===== src/rtl/writeback_unit.sv =====
// Final pipeline stage: merges single-cycle ALU results with in-order load returns
// into one registered register-file write port, tracking outstanding load targets.
module writeback_unit #(
  parameter int LOAD_DEPTH = 2
) (
  input  logic        clk,
  input  logic        reset,
  input  logic        alu_valid,
  input  logic [4:0]  alu_reg,
  input  logic [31:0] alu_data,
  input  logic        load_issue,
  input  logic [4:0]  load_issue_reg,
  input  logic [2:0]  load_issue_type,
  input  logic [1:0]  load_issue_offset,
  input  logic        mem_rvalid,
  input  logic [31:0] mem_rdata,
  output logic        write_enable,
  output logic [4:0]  write_reg,
  output logic [31:0] write_data,
  output logic [31:0] busy_mask,
  output logic        stall,
  output logic        wb_error
);
  localparam int PW = (LOAD_DEPTH > 1) ? $clog2(LOAD_DEPTH) : 1;
  localparam int CW = $clog2(LOAD_DEPTH + 1);
  localparam logic [CW-1:0] FULL_COUNT = CW'(LOAD_DEPTH);
  localparam logic [PW-1:0] LAST_PTR   = PW'(LOAD_DEPTH - 1);

  // Queue payload lives in plain storage; occupancy is tracked by per-entry valid bits.
  logic [4:0] q_reg_mem  [LOAD_DEPTH];
  logic [2:0] q_type_mem [LOAD_DEPTH];
  logic [1:0] q_off_mem  [LOAD_DEPTH];

  logic [LOAD_DEPTH-1:0] q_valid_reg, q_valid_next;
  logic [PW-1:0] head_reg, head_next, tail_reg, tail_next;
  logic [CW-1:0] count_reg, count_next;

  logic        skid_valid_reg, skid_valid_next;
  logic [4:0]  skid_dst_reg, skid_dst_next;
  logic [31:0] skid_data_reg, skid_data_next;

  logic        we_reg, we_next;
  logic [4:0]  wr_reg, wr_next;
  logic [31:0] wd_reg, wd_next;
  logic        from_load_reg, from_load_next;
  logic        err_reg, err_next;

  logic q_full, q_empty, ld_ret, do_push;
  logic [4:0] head_dst;

  function automatic logic [31:0] extend(input logic [2:0] ltype, input logic [1:0] off,
                                         input logic [31:0] data);
    logic [7:0]  byte_sel;
    logic [15:0] half_sel;
    byte_sel = data[{off, 3'b000} +: 8];
    half_sel = off[1] ? data[31:16] : data[15:0];
    case (ltype)
      3'd1:    extend = {{24{byte_sel[7]}}, byte_sel};
      3'd2:    extend = {24'd0, byte_sel};
      3'd3:    extend = {{16{half_sel[15]}}, half_sel};
      3'd4:    extend = {16'd0, half_sel};
      default: extend = data;
    endcase
  endfunction

  function automatic logic [PW-1:0] ptr_inc(input logic [PW-1:0] p);
    ptr_inc = (p == LAST_PTR) ? '0 : p + PW'(1);
  endfunction

  assign q_full   = (count_reg == FULL_COUNT);
  assign q_empty  = (count_reg == '0);
  assign ld_ret   = mem_rvalid && !q_empty;
  assign do_push  = load_issue && !q_full;
  assign head_dst = q_reg_mem[head_reg];

  always_comb begin
    q_valid_next    = q_valid_reg;
    head_next       = head_reg;
    tail_next       = tail_reg;
    count_next      = count_reg;
    skid_valid_next = skid_valid_reg;
    skid_dst_next   = skid_dst_reg;
    skid_data_next  = skid_data_reg;
    we_next         = 1'b0;
    wr_next         = 5'd0;
    wd_next         = 32'd0;
    from_load_next  = 1'b0;
    err_next        = err_reg;

    // Source priority: load return, then skid, then live ALU result.
    if (ld_ret) begin
      we_next                = (head_dst != 5'd0);
      wr_next                = head_dst;
      wd_next                = extend(q_type_mem[head_reg], q_off_mem[head_reg], mem_rdata);
      from_load_next         = 1'b1;
      head_next              = ptr_inc(head_reg);
      q_valid_next[head_reg] = 1'b0;
      if (alu_valid) begin
        if (skid_valid_reg) begin
          err_next = 1'b1;
        end else begin
          skid_valid_next = 1'b1;
          skid_dst_next   = alu_reg;
          skid_data_next  = alu_data;
        end
      end
    end else if (skid_valid_reg) begin
      we_next         = (skid_dst_reg != 5'd0);
      wr_next         = skid_dst_reg;
      wd_next         = skid_data_reg;
      skid_valid_next = 1'b0;
      if (alu_valid) err_next = 1'b1;
    end else if (alu_valid) begin
      we_next = (alu_reg != 5'd0);
      wr_next = alu_reg;
      wd_next = alu_data;
    end

    if (mem_rvalid && q_empty) err_next = 1'b1;

    if (load_issue) begin
      if (q_full) begin
        err_next = 1'b1;
      end else begin
        q_valid_next[tail_reg] = 1'b1;
        tail_next              = ptr_inc(tail_reg);
      end
    end

    case ({do_push, ld_ret})
      2'b10:   count_next = count_reg + CW'(1);
      2'b01:   count_next = count_reg - CW'(1);
      default: count_next = count_reg;
    endcase
  end

  always_ff @(posedge clk or negedge reset) begin
    if (!reset) begin
      q_valid_reg    <= '0;
      head_reg       <= '0;
      tail_reg       <= '0;
      count_reg      <= '0;
      skid_valid_reg <= 1'b0;
      skid_dst_reg   <= 5'd0;
      skid_data_reg  <= 32'd0;
      we_reg         <= 1'b0;
      wr_reg         <= 5'd0;
      wd_reg         <= 32'd0;
      from_load_reg  <= 1'b0;
      err_reg        <= 1'b0;
    end else begin
      q_valid_reg    <= q_valid_next;
      head_reg       <= head_next;
      tail_reg       <= tail_next;
      count_reg      <= count_next;
      skid_valid_reg <= skid_valid_next;
      skid_dst_reg   <= skid_dst_next;
      skid_data_reg  <= skid_data_next;
      we_reg         <= we_next;
      wr_reg         <= wr_next;
      wd_reg         <= wd_next;
      from_load_reg  <= from_load_next;
      err_reg        <= err_next;
    end
  end

  always_ff @(posedge clk) begin
    if (do_push) begin
      q_reg_mem[tail_reg]  <= load_issue_reg;
      q_type_mem[tail_reg] <= load_issue_type;
      q_off_mem[tail_reg]  <= load_issue_offset;
    end
  end

  logic [31:0] entry_mask [LOAD_DEPTH];

  generate
    for (genvar gi = 0; gi < LOAD_DEPTH; gi++) begin : g_entry_mask
      assign entry_mask[gi] = q_valid_reg[gi] ? (32'd1 << q_reg_mem[gi]) : 32'd0;
    end
  endgenerate

  // The retiring load stays busy until the register file has actually captured it.
  always_comb begin
    busy_mask = from_load_reg ? (32'd1 << wr_reg) : 32'd0;
    for (int i = 0; i < LOAD_DEPTH; i++) busy_mask = busy_mask | entry_mask[i];
    busy_mask[0] = 1'b0;
  end

  assign stall        = skid_valid_reg || q_full;
  assign write_enable = we_reg;
  assign write_reg    = wr_reg;
  assign write_data   = wd_reg;
  assign wb_error     = err_reg;
endmodule


===== config.mk =====
export PLATFORM = sky130hd
export DESIGN_NAME = writeback_unit
export DESIGN_NICKNAME = d
export VERILOG_FILES = /design/src/rtl/writeback_unit.sv
export SDC_FILE = /design/constraint.sdc
export NUM_CORES = 1
export LEC_CHECK = 0
export BUFFER_PORTS_ARGS = -buffer_cell sky130_fd_sc_hd__buf_4
export CAP_MARGIN = 10
export CELL_PAD_IN_SITES_DETAIL_PLACEMENT = 0
export CELL_PAD_IN_SITES_GLOBAL_PLACEMENT = 1
export CORE_MARGIN = 4
export CORE_UTILIZATION = 26
export DETAILED_ROUTE_END_ITERATION = 16
export MAX_ROUTING_LAYER = met4
export PLACE_DENSITY_LB_ADDON = 0.1
export SYNTH_ARGS = -nofsm -noshare
export SYNTH_HDL_FRONTEND = slang
export SYNTH_SLANG_ARGS = --single-unit

===== constraint.sdc =====
create_clock -name clk -period 1.96 [get_ports clk]
set_clock_uncertainty 0.05 [all_clocks]
set_input_delay 0.392 -clock clk [delete_from_list [all_inputs] [get_ports clk]]
set_output_delay 0.392 -clock clk [all_outputs]
set_load 0.03 [all_outputs]

==> flow_metrics.py <==
metrics = {
    "run_status": {
        "status": "finished with violations",
        "violations": "setup timing",
    },
    "route": {
        "final_antenna_net_count": 0,
        "vias": 5420,
        "topRoutingLayerUsed": "met4",
        "first_pass_iters": 6,
        "wl_um": 21900,
        "routedWlPerCell_um": 20.80,
        "wl_met1_um": 9951,
        "wl_met3_um": 1282,
        "met2_length_um": 10410,
        "drc_errors": 0,
        "via_per_inst": 5.147,
        "drt_iter0_drc": 355,
    },
    "global_route": {
        "antenna_found_initial": 0,
        "grt_pass1_wl_um": 32890,
        "overflow": 0,
        "grt_usage_pct": 18.20,
        "grt_max_degree": 41,
        "grt_pass1_vias": 5589,
    },
    "synth": {
        "yosysWarningCount": 0,
        "mappedNetlistNets": 648,
        "synth_top_family_by_area": "compound AO/OA/AOI/OAI gates",
        "synth_top_area_share_pct": 37.42,
        "synthMuxAreaShare_pct": 10.11,
        "seq_area_frac_synth_pct": 48.12,
        "synth-edff-count": 20,
        "netlist_area_mm2": 0.005617,
        "yosysUniqueCellTypes": 59,
        "synth_top_flop_cell": "dfrtp_1",
        "synth_commonest_cells": "nand2_1, dfrtp_1, a21oi_1",
        "synth_xor_xnor_area_share_pct": 1.247,
        "synth_area_leaders": "dfrtp_1, edfxtp_1, mux2_2",
        "ys_seq_elements": 104,
        "synth-simple-area-share_pct": 15.39,
        "async_flop_share_pct": 80.77,
        "synth-adder-area-share_pct": 0.2228,
        "synthCells": 563,
        "syn_area_per_cell_um2": 9.976,
        "yosys.cell_count.top_type": "nand2_1",
        "synth_compound_area_share_pct": 21.05,
        "yosysTopAreaCell": "dfrtp_1",
    },
    "sta": {
        "period_minus_slack_ps": 2231,
        "fmax_mhz": 448.2,
        "worst_pin_slew_ps": 595.7,
        "fin_ws_ps": -271.3,
        "rsz0062_at_grt": "yes",
        "maxSlewViolCount": 0,
        "finalCritPeriodShare_pct": 113.8,
        "setup_violations": 31,
        "max-slew-margin-rel_pct": 60.29,
        "hold_violations": 0,
    },
    "cells_and_area": {
        "fin_area_mm2": 0.008562,
        "final_cells": 1053,
        "fin_nets": 858,
        "syn2layout_area_growth_pct": 52.44,
        "diodes": 0,
        "drive_gt1_share_pct": 49.61,
    },
    "placement": {
        "dpl-instance-area_mm2": 0.007360,
        "portBuffers": 154,
        "hpwlAfterDp_um": 15510,
        "dp_cells": 998,
        "gp_congestion": 0.8582,
        "post-place-ws_ps": -272.4,
    },
    "setup_path": {
        "r2r_end": "write_data[9]$_DFF_PN0_",
        "endpoint_kind": "output port",
        "required_ps": 1520,
        "r2r_setup_slack_ps": 30,
        "slowest_delay_ps": 500,
        "path_class": "reg -> out",
        "crit_path_cell_trace": "and3b_2 -> a222oi_1 -> inv_1 -> buf_6",
        "cp_slowest_cell": "edfxtp_1",
        "worstRegToRegCells": 4,
        "cp.arrival_ps": 1790,
        "path_max_fanout": 7,
        "r2r-start": "head_reg$_DFFE_PN0P_",
        "start_kind": "register",
    },
    "hold_path": {
        "min_from": "load_issue_type[0]",
        "whs_path_depth": 1,
        "hold_path.class": "in -> reg",
        "hold_end": "q_type_mem[0][0]$_DFFE_PP_",
    },
    "die": {
        "boundaryPins": 156,
        "coreArea_mm2": 0.02115,
        "die_height_um": 155.0,
        "initial_core_util_pct": 26.55,
        "die_w_um": 155.0,
        "dieArea_mm2": 0.02402,
        "rows": 53,
    },
    "pwr": {
        "power.ir.vdd_worst_uv": 678.0,
        "switching_share_pct": 43.20,
        "pwr-share-seq_pct": 30.9,
        "p_int_mw": 7.183,
        "power.share.clock_pct": 14.8,
        "leakage_nw": 3.742,
        "power.density_mw_per_mm2": 1477,
        "fin_total_pwr_mw": 12.65,
        "p_comb_share_pct": 54.3,
        "power_switching_mw": 5.463,
    },
    "clock_network": {
        "cts-buffers-inserted": 9,
        "clock_sinks": 104,
        "htreeDepth": 3,
        "worstSkewPairLatency_ps": 360,
        "clk_path_buf_depth": 2,
        "cts_root_buffer": "clkbuf_16",
        "cts_tree": "yes",
        "clk_pin_slew_ps": 70,
    },
    "flow_run": {
        "max_cap_violations": 0,
    },
}
==> worst max-delay path: cells and delay by family, from the launching register on <==
family	cells	cell delay [ps]
DFF	1	500
buffers and inverters	2	260
and+or+nand+nor	1	250
AOI/OAI and AO/OA	1	420
==> cells in the final DEF, fill, tap and decap left out, drive strengths merged, types with 3 or more instances in the layout <==
master    n
nor3b    12
nor4b     3
a21oi    59
nand2   106
buf     241
a31oi     8
mux2     39
o21ai    18
nor3      6
and3      7
clkinv    3
nand2b    4
clkbuf   10
mux2i     9
xnor2     7
a221oi   44
nand3     7
dfrtp    84
edfxtp   20
and3b     8
inv       6
nor2     20
a22oi    29
==> area by class of cell <==
cell class / count / area [µm²]
Multi-Input combinational cell: 413 / 3122
Tap cell: 275 / 344.1
Sequential cell: 104 / 2709
Clock inverter: 6 / 58.81
Inverter: 3 / 11.26
Clock buffer: 10 / 250.2
Timing Repair Buffer: 242 / 2067
Fill cell: 2099 / 12590
==> per-stage QoR <==
step | setup TNS, ps | utilization (%) | hold WS (ps)
after CTS | -4730 | 38.78 | 154.5
final | -4807 | 40.47 | 172.8
after global routing | -7477 | 40.47 | 157.7
after global placement | -2833 | 34.79 | 343.0
after detailed placement | -4379 | 34.79 | 344.5
after floorplan | 0 | - | 46.41
==> routing by layer <==
layer / vias to the layer above / global-route usage [%]
li1: 2531 / -
met1: 2721 / 23.80
met2: 149 / 28.33
met3: 19 / 4.840
met4: 0 / 4.331
met5: - / -
==> kinds of logic (layout without fill, tap and decap cells) <==
| family | Yosys count | after routing |
|---|---|---|
| fa+ha+maj | 1 | 1 |
| xor+xnor | 8 | 8 |
| other cells | 1 | 1 |
| simple gates | 182 | 182 |
| compound gates | 171 | 172 |
| flops | 104 | 104 |
| mux | 49 | 49 |
| buf+inv | 47 | 261 |
==> what timing repair did <==
action / CTS / global route
gates resized for setup: 85 / 59
pin swaps: 29 / 36
hold endpoints to repair: 29 / 0
hold buffers: 1 / 0
endpoints found under the setup margin: 59 / 62
gates cloned: 0 / 2
setup buffers: 25 / 14
==> worst max-delay path by stage <==
| stage | from | endpoint | depth (start not counted) |
|---|---|---|---|
| final | q_reg_mem[1][0]$_DFFE_PP_ | busy_mask[30] | 4 |
| after global routing | q_reg_mem[1][0]$_DFFE_PP_ | busy_mask[30] | 4 |
| after CTS | q_reg_mem[1][0]$_DFFE_PP_ | busy_mask[30] | 4 |
| after detailed placement | head_reg$_DFFE_PN0P_ | write_data[17]$_DFF_PN0_ | 6 |
| after global placement | head_reg$_DFFE_PN0P_ | write_data[28]$_DFF_PN0_ | 6 |
| after floorplan | q_reg_mem[1][3]$_DFFE_PP_ | busy_mask[1] | 3 |
==> power by group through the flow <==
stage / clock network, mW / logic, mW / registers [mW]
finish: 1.88 / 6.87 / 3.90
global route: 2.03 / 7.37 / 4.01
CTS: 1.95 / 6.37 / 3.87
detailed placement: 0 / 5.90 / 3.90
global placement: 0 / 5.84 / 3.90
floorplan: 0 / 2.95 / 4.41
(Power assumes the default switching activity.)
